==> src/rtl/bsw_score_merge_pkg.sv <==
// Shared definitions for the bsw score path: score word width, arbitration
// modes and the channel-tag sizing helper.
package bsw_score_merge_pkg;

  localparam int BSW_SCORE_W = 48;

  typedef enum logic {
    ARB_ROUND_ROBIN = 1'b0,
    ARB_FIXED_PRIO  = 1'b1
  } arb_mode_e;

  // Tag width for a given channel count; a single channel still needs one bit.
  function automatic int tag_width(input int nch);
    int w;
    w = $clog2(nch);
    return (w < 1) ? 1 : w;
  endfunction

endpackage

==> src/rtl/bsw_rr_arbiter.sv <==
// Combinational one-hot arbiter: round-robin from ptr, or fixed priority
// (channel 0 highest) by forcing the search start to zero.
module bsw_rr_arbiter
  import bsw_score_merge_pkg::*;
#(
  parameter int NCH  = 4,
  parameter int mode = 0,
  parameter int TAGW = tag_width(NCH)
) (
  input  logic [NCH-1:0]  req,
  input  logic [TAGW-1:0] ptr,
  output logic [NCH-1:0]  grant,
  output logic [TAGW-1:0] grant_idx,
  output logic            grant_any
);

  logic [TAGW-1:0] start;
  logic [NCH-1:0]  req_rot;

  always_comb begin
    start = (mode == int'(ARB_FIXED_PRIO)) ? '0 : ptr;
  end

  // Rotate so that bit 0 of req_rot is the channel at the search start.
  always_comb begin
    req_rot = NCH'({req, req} >> start);
  end

  always_comb begin
    int pos;
    pos       = 0;
    grant_any = 1'b0;
    for (int k = NCH - 1; k >= 0; k--) begin
      if (req_rot[k]) begin
        pos       = k;
        grant_any = 1'b1;
      end
    end
    pos = pos + int'(start);
    if (pos >= NCH) begin
      pos = pos - NCH;
    end
    grant_idx = TAGW'(pos);
    grant     = grant_any ? (NCH'(1) << grant_idx) : '0;
  end

endmodule

==> src/rtl/bsw_score_merge.sv <==
// Merges NCH first-word-fall-through score channels into one tagged stream
// through a 2-entry output buffer; one word per cycle when the sink keeps up.
module bsw_score_merge
  import bsw_score_merge_pkg::*;
#(
  parameter int NCH   = 4,
  parameter int width = BSW_SCORE_W,
  parameter int mode  = 0,
  parameter int TAGW  = tag_width(NCH)
) (
  input  logic                   clk,
  input  logic                   rst,
  input  logic [NCH*width-1:0]   s_in,
  input  logic [NCH-1:0]         v_in,
  output logic [NCH-1:0]         ack_in,
  output logic [TAGW+width-1:0]  s_out,
  input  logic                   v_out,
  output logic                   ack_out,
  output logic [1:0]             count
);

  localparam int EW = TAGW + width;

  logic [EW-1:0]    entry0;
  logic [EW-1:0]    entry1;
  logic [TAGW-1:0]  ptr;
  logic [NCH-1:0]   req;
  logic [NCH-1:0]   grant;
  logic [TAGW-1:0]  grant_idx;
  logic             grant_any;
  logic             room;
  logic             push;
  logic [width-1:0] push_score;
  logic [EW-1:0]    push_word;

  assign ack_out = (count != 2'd0) && v_out;
  assign room    = (count != 2'd2) || ack_out;

  // Gating with rst keeps ack_in low during reset without waiting for an edge.
  assign req = (rst && room) ? v_in : '0;

  bsw_rr_arbiter #(
    .NCH  (NCH),
    .mode (mode),
    .TAGW (TAGW)
  ) u_arb (
    .req       (req),
    .ptr       (ptr),
    .grant     (grant),
    .grant_idx (grant_idx),
    .grant_any (grant_any)
  );

  assign ack_in = grant;
  assign push   = grant_any;

  always_comb begin
    push_score = '0;
    for (int i = 0; i < NCH; i++) begin
      if (grant[i]) begin
        push_score = s_in[i*width +: width];
      end
    end
  end

  assign push_word = {grant_idx, push_score};
  assign s_out     = entry0;

  // entry0 is always the head; entry1 only holds data when count is 2.
  always_ff @(posedge clk or negedge rst) begin
    if (!rst) begin
      entry0 <= '0;
      entry1 <= '0;
      count  <= 2'd0;
      ptr    <= '0;
    end else begin
      case ({push, ack_out})
        2'b10: begin
          if (count == 2'd0) begin
            entry0 <= push_word;
          end else begin
            entry1 <= push_word;
          end
          count <= count + 2'd1;
        end
        2'b01: begin
          entry0 <= entry1;
          entry1 <= '0;
          count  <= count - 2'd1;
        end
        2'b11: begin
          if (count == 2'd1) begin
            entry0 <= push_word;
          end else begin
            entry0 <= entry1;
            entry1 <= push_word;
          end
        end
        default: begin
        end
      endcase
      if (push && (mode == int'(ARB_ROUND_ROBIN))) begin
        ptr <= (grant_idx == TAGW'(NCH - 1)) ? '0 : grant_idx + TAGW'(1);
      end
    end
  end

  assert property (@(posedge clk) disable iff (!rst)
    !(push && (count == 2'd2) && !ack_out));

  assert property (@(posedge clk) disable iff (!rst)
    $onehot0(ack_in) && ((ack_in & ~v_in) == '0));

endmodule
==> config.mk <==
export PLATFORM = sky130hd
export DESIGN_NAME = bsw_score_merge
export DESIGN_NICKNAME = d
export VERILOG_FILES = /design/src/rtl/bsw_score_merge_pkg.sv /design/src/rtl/bsw_rr_arbiter.sv /design/src/rtl/bsw_score_merge.sv
export SDC_FILE = /design/constraint.sdc
export NUM_CORES = 1
export LEC_CHECK = 0
export ABC_AREA = 1
export CAP_MARGIN = 20
export CORE_MARGIN = 8
export CORE_UTILIZATION = 34
export DETAILED_ROUTE_END_ITERATION = 8
export PLACE_DENSITY = 0.75
export SYNTH_ARGS = -nofsm -noshare
export SYNTH_HDL_FRONTEND = slang
export SYNTH_HIERARCHICAL = 1
export SYNTH_SLANG_ARGS = --single-unit
==> constraint.sdc <==
create_clock -name clk -period 5.06 [get_ports clk]
set_clock_uncertainty 0.15 [all_clocks]
set_input_delay 1.012 -clock clk [delete_from_list [all_inputs] [get_ports clk]]
set_output_delay 1.012 -clock clk [all_outputs]
set_load 0.01 [all_outputs]
==> results.md, run 1 <==
- Status: completed
- Max Used Layer: met4
- Worst hold margin: 0.347 ns
- Sequential fraction of the synthesis area: 37.6%
- Top_reg_cell synth: dfrtp_1
- Via count of the first global-routing pass: around 7500
- Largest net degree at the start of global routing: roughly 60
- Die H: 159 µm
- Worst r2r src: count[0]$_DFFE_PN0P_
- Routability congestion estimate: 0.800
- Initial antenna violation count: 0
- CP Capture Type: flip-flop
- Worst EP required: 5.11 ns
- Hold path start: s_out[49]$_DFFE_PN0P_
- Iteration-0 DRC Markers: 346
- Worst R2R Path Depth: 22
- Ant diodes: 0
- Ranking of synthesized cells by area: dfrtp_1 38%, nand2_1 13%, nand3_1 9.5%
- Seq cells post-synth: about 100
- First-pass GRT wire length: 38300 µm
- Endpoints failing hold: 0
- Setup violators final: 0
- Post-CTS setup buffers: 0
- Worst endpoint data arrival time: approximately 4.6 ns
- Setup Crit Path Kind: input port to flip-flop
- Worst r2r dst: entry1[47]$_DFFE_PN0P_
- Slew at the pin closest to its max-slew limit: 0.796 ns
- Post-Syn Nets: 1252
- Post-Route WL: 24200 µm
- Cells after synthesis: 1044
- Num CTS Buffers: 9
- Commonest cells in the netlist: 240 x nand2_1, 137 x inv_1, 131 x nand3_1
- Cts hold-fix bufs: 0
- Hold endpoint: s_out[49]$_DFFE_PN0P_
- Starting Density: 34.4%
- Nets: 1469
- Crit path from: v_out
- H-tree levels: 3
- Fmax: approximately 220 MHz
- Synthesized area: roughly 0.0069 mm²
- Register-to-register setup slack: roughly 0.83 ns
- Root Buffer: clkbuf_16
- Clock transition at path regs: 0.07 ns
- Met1 wire length: about 10000 µm
- Largest area contributor in the netlist: dfrtp_1
- Crit share post-route: 90.6%
- GRT Util Overall: approximately a fifth
- Unrepaired setup endpoints after global routing: false
- Avg Synthesized Cell Area: 6.62 µm²
- Core Region: 0.0201 mm²
- Max Cap Violations: 0
- Longest Clk Path Bufs: 2
- Hold depth: 2
- Fill count: 1957
- Startpoint Class: input port
- Clk_lat worst skew: 0.35 ns
- Overflow after GRT: 0
- Asr flop ratio synth: 100%
- Synth top area share: 37.6%
- TritonCTS clock tree: done
- Metal3 WL: 1780 µm
- Total die area: between 0.02 and 0.03 mm²
- Area Growth Syn to Fin: 45.2%
- Most common cell in the netlist: nand2_1
- DR vias/cell: 4.79
- Fin. max-slew vios: 0
- Worst rel slew slack: 47.0%
- Layout cell share with drive strength beyond 1: 7.50%
- Distinct cell type count of the synthesized netlist: 29
- Routed via count: 7364
- Post-DP HPWL: 16800 µm
- Post-layout min period: between 4 and 5 ns
- Overall die width: approximately 160 µm
- Drt pass-1 iters: 5
- Port Buf Inserts: 255
- Met2 wire length: 11600 µm
- Post-CTS sizing: 0
- Clock sink count: 104
- # rows: 52
- CP max FO: 60
- Yosys warning total: 6
- Drt drc: 0
- Hold crit path type: flip-flop to flip-flop
- Final ANT Viol Nets: 0
- Number of synthesized flops with an enable pin: 0
- Wire length per cell: between 15 and 20 µm
- Io pins: 256
==> sequential cells by signal (all words and copies together) (netlist names) <==
register  cells
entry1       50
s_out        50
count         2
ptr           2
==> layout by cell type (no fill, tap or decap), types with 3 or more instances in the layout <==
master           count
a21oi_1             96
a21oi_4              3
buf_12               4
buf_4               11
clkbuf_16            9
clkdlybuf4s50_1    250
clkinv_1            15
clkinvlp_4           3
dfrtp_1            104
dlymetal6s2s_1       4
ha_1                 9
inv_1              136
inv_2                9
nand2_1            239
nand2_2              8
nand2_4              4
nand3_1            131
nor2_1              71
nor2_2               4
nor2_4               3
o21ai_0             83
o21ai_1             14
o22ai_1              4
or2_1               11
or2_2               26
==> per-stage QoR <==
step / std cells / area [µm²] / util (%) / setup WS, ns / setup TNS, ns
after CTS: 1536 / 10000 / 49.8 / 0.0810 / 0
after global placement: 1520 / 9710 / 48.3 / 0.0128 / 0
after global routing: 1536 / 10000 / 49.9 / 0.147 / 0
final: 1536 / 10000 / 49.9 / 0.475 / 0
after floorplan: 1044 / 6920 / - / 1.17 / 0
after detailed placement: 1520 / 9710 / 48.3 / -0.161 / -7.42
==> layer usage <==
layer / up-vias / track usage, %
met5: - / 0
met4: 0 / 4.67
met3: 27 / 4.64
met2: 228 / 33.0
met1: 3403 / 23.6
li1: 3706 / -
==> worst max-delay path by stage <==
stage	to	slack [ns]	cells after the start
2_1_floorplan	ack_in[2]	1.17	13
3_3_place_gp	entry1[38]$_DFFE_PN0P_	0.01	20
3_5_place_dp	entry1[19]$_DFFE_PN0P_	-0.16	20
4_1_cts	ack_in[2]	0.08	16
5_1_grt	entry1[47]$_DFFE_PN0P_	0.15	20
6_report	entry1[47]$_DFFE_PN0P_	0.48	20
==> worst max-delay path, stage by stage <==
cell	delay [ns]
clkdlybuf4s50_1	0.43
nand2_2	0.14
nand2_1	0.09
nand2_2	0.13
nor2_2	0.06
nand2_1	0.08
nand3_1	0.08
nand2_1	0.14
nand3_1	0.08
a21boi_0	0.17
ha_1	0.22
xnor2_2	0.13
buf_4	0.14
nand3_4	0.12
a21oi_4	0.18
buf_6	0.45
inv_2	0.41
or2_2	0.40
nand3_1	0.08
o21ai_0	0.09
==> final cells by class <==
cell class / count / area [µm²] / area share [%]
Multi-Input combinational cell: 714 / 3460 / 34.4
Timing Repair Buffer: 271 / 2740 / 27.3
Clock buffer: 9 / 225 / 2.24
Inverter: 161 / 609 / 6.07
Clock inverter: 7 / 71.3 / 0.710
Sequential cell: 104 / 2600 / 25.9
Tap cell: 270 / 338 / 3.36
==> logic make-up after synthesis <==
logic type,share of synthesized area (%)
flip-flops,37.6
buffers and inverters,13.5
XOR/XNOR,0.380
AND/OR/NAND/NOR,31.7
adder cells (fa/ha/maj),1.63
AO/OA/AOI/OAI,15.1
Power of run 1 is not shown: default switching activity piles up to over one toggle a cycle in this logic, so the estimate is an artifact.
==> run 2, diff against run 1 <==
--- a/config.mk
+++ b/config.mk
@@ -11,6 +11,7 @@
 export CORE_UTILIZATION = 34
 export DETAILED_ROUTE_END_ITERATION = 8
 export PLACE_DENSITY = 0.75
+export REMOVE_ABC_BUFFERS = 1
 export SYNTH_ARGS = -nofsm -noshare
 export SYNTH_HDL_FRONTEND = slang
 export SYNTH_HIERARCHICAL = 1
==> results.md, run 2 (synthesized netlist as in run 1, its figures left out) <==
- First-pass GRT wire length: 38900 µm
- Largest net degree at the start of global routing: 61
- Max Used Layer: met4
- Post-DP HPWL: ~18000 µm
- Post-layout min period: 4.71 ns
- Metal3 WL: 1740 µm
- Hold path start: s_out[49]$_DFFE_PN0P_
- Iteration-0 DRC Markers: between 500 and 600
- Total die area: 0.0252 mm²
- Worst endpoint data arrival time: 4.78 ns
- Ant diodes: 0
- Max Cap Violations: 0
- Slowest cell on crit path: buf_4
- Crit-path max cell delay: 0.57 ns
- Crit-path most repeated cell: nand2_1
- Via count of the first global-routing pass: between 7000 and 8000
- Worst hold margin: 0.366 ns
- Unrepaired setup endpoints after global routing: false
- CP Capture Type: flip-flop
- Most frequent cells in the layout: 250 x clkdlybuf4s50_1, 240 x nand2_1, 137 x inv_1
- Fin. max-slew vios: 0
- Setup Crit Path Kind: input port to flip-flop
- Drt pass-1 iters: 5
- Initial antenna violation count: 0
- Overflow after GRT: 0
- Nets: 1480
- Routed via count: roughly 7400
- Status: completed
- Port Buf Inserts: 255
- Setup violators final: 0
- Final core area utilization: about half
- Crit-path cells: clkdlybuf4s50_1 -> nand2_2 -> nand2_1 -> nand2_1 -> nor2_1 -> nand2_1 -> nand3_1 -> nand2_1 -> nand3_1 -> a21boi_0 -> buf_4 -> ha_1 -> xnor2_2 -> nand3_4 -> a21oi_4 -> buf_4 -> inv_2 -> or2_2 -> nand3_1 -> o21ai_0
- Layout cell share with drive strength beyond 1: 7.68%
- DR vias/cell: between 4 and 5
- CP max FO: 60
- Clock sink count: about 100
- Num CTS Buffers: 9
- Hold crit path type: flip-flop to flip-flop
- Worst rel slew slack: approximately 52%
- Drt drc: 0
- Root Buffer: clkbuf_16
- Clock transition at path regs: 0.07 ns
- Core Region: around 0.020 mm²
- H-tree levels: 3
- Starting Density: 34.4%
- Area Growth Syn to Fin: 46.5%
- Met1 wire length: ~11000 µm
- Crit share post-route: around 93%
- Slew at the pin closest to its max-slew limit: 0.715 ns
- Wire length per cell: 15.9 µm
- Met2 wire length: 11300 µm
- Die H: 159 µm
- Most common cell after layout, fill and taps aside: clkdlybuf4s50_1
- Worst EP required: 5.13 ns
- Post-Route WL: 24600 µm
- Overall die width: about 160 µm
- Startpoint Class: input port
- TritonCTS clock tree: done
- Worst r2r src: count[0]$_DFFE_PN0P_
- Longest Clk Path Bufs: 2
- Fmax: 212 MHz
- Endpoints failing hold: 0
- Clk_lat worst skew: 0.35 ns
- # rows: 52
- GRT Util Overall: 19.7%
- Io pins: between 200 and 300
- Final ANT Viol Nets: 0
- Routability congestion estimate: 0.777
- Crit path from: v_out
==> run 2: timing repair <==
| action | CTS | global route |
|---|---|---|
| endpoints found under the setup margin | 2 | 4 |
| buffers inserted | 0 | 0 |
| hold buffers | 0 | 0 |
| resized for setup | 1 | 4 |
==> run 2: worst paths after layout <==
kind	end	slack, ns	cells past startpoint
worst max-delay path	entry1[45]$_DFFE_PN0P_	0.35	20
worst min-delay path	s_out[49]$_DFFE_PN0P_	0.37	2
worst max register to register	entry1[45]$_DFFE_PN0P_	0.65	22
worst min register to register	s_out[49]$_DFFE_PN0P_	0.37	2
max in group asynchronous	entry1[6]$_DFFE_PN0P_	2.88	3
min in group asynchronous	s_out[8]$_DFFE_PN0P_	0.69	2
==> run 2: stage by stage <==
step / setup TNS, ns / instances / instance area (µm²) / worst slack (ns)
after detailed placement: -3.63 / 1531 / 9780 / -0.106
final: 0 / 1546 / 10100 / 0.350
after global routing: 0 / 1546 / 10100 / 0.0461
after CTS: 0 / 1546 / 10100 / 0.0177
after floorplan: -102.52 / 979 / 6590 / -1.12
after global placement: 0 / 1531 / 9780 / 0.00206
==> run 2: area by class of cell <==
cell class,count,area (µm²)
clock buffer,10,229
clock inverter,5,106
fill,1960,9980
inverter,161,609
multi-input combinational,714,3440
sequential,104,2600
tap,270,338
timing repair buffer,282,2800
==> run 2: worst max-delay path: cells and delay by family <==
kind	cells	cell delay [ns]
simple gates	11	1.34
buf+inv	4	1.66
compound gates	3	0.35
fa+ha+maj	1	0.20
xor+xnor	1	0.21
==> run 2: routing by layer <==
| metal | vias to the layer above | global-route usage (%) |
|---|---|---|
| met2 | 226 | 32.1 |
| met5 | - | 0 |
| met1 | 3362 | 25.1 |
| met3 | 30 | 5.10 |
| li1 | 3735 | - |
| met4 | 0 | 6.51 |
Power of run 2 is left out for the same reason.
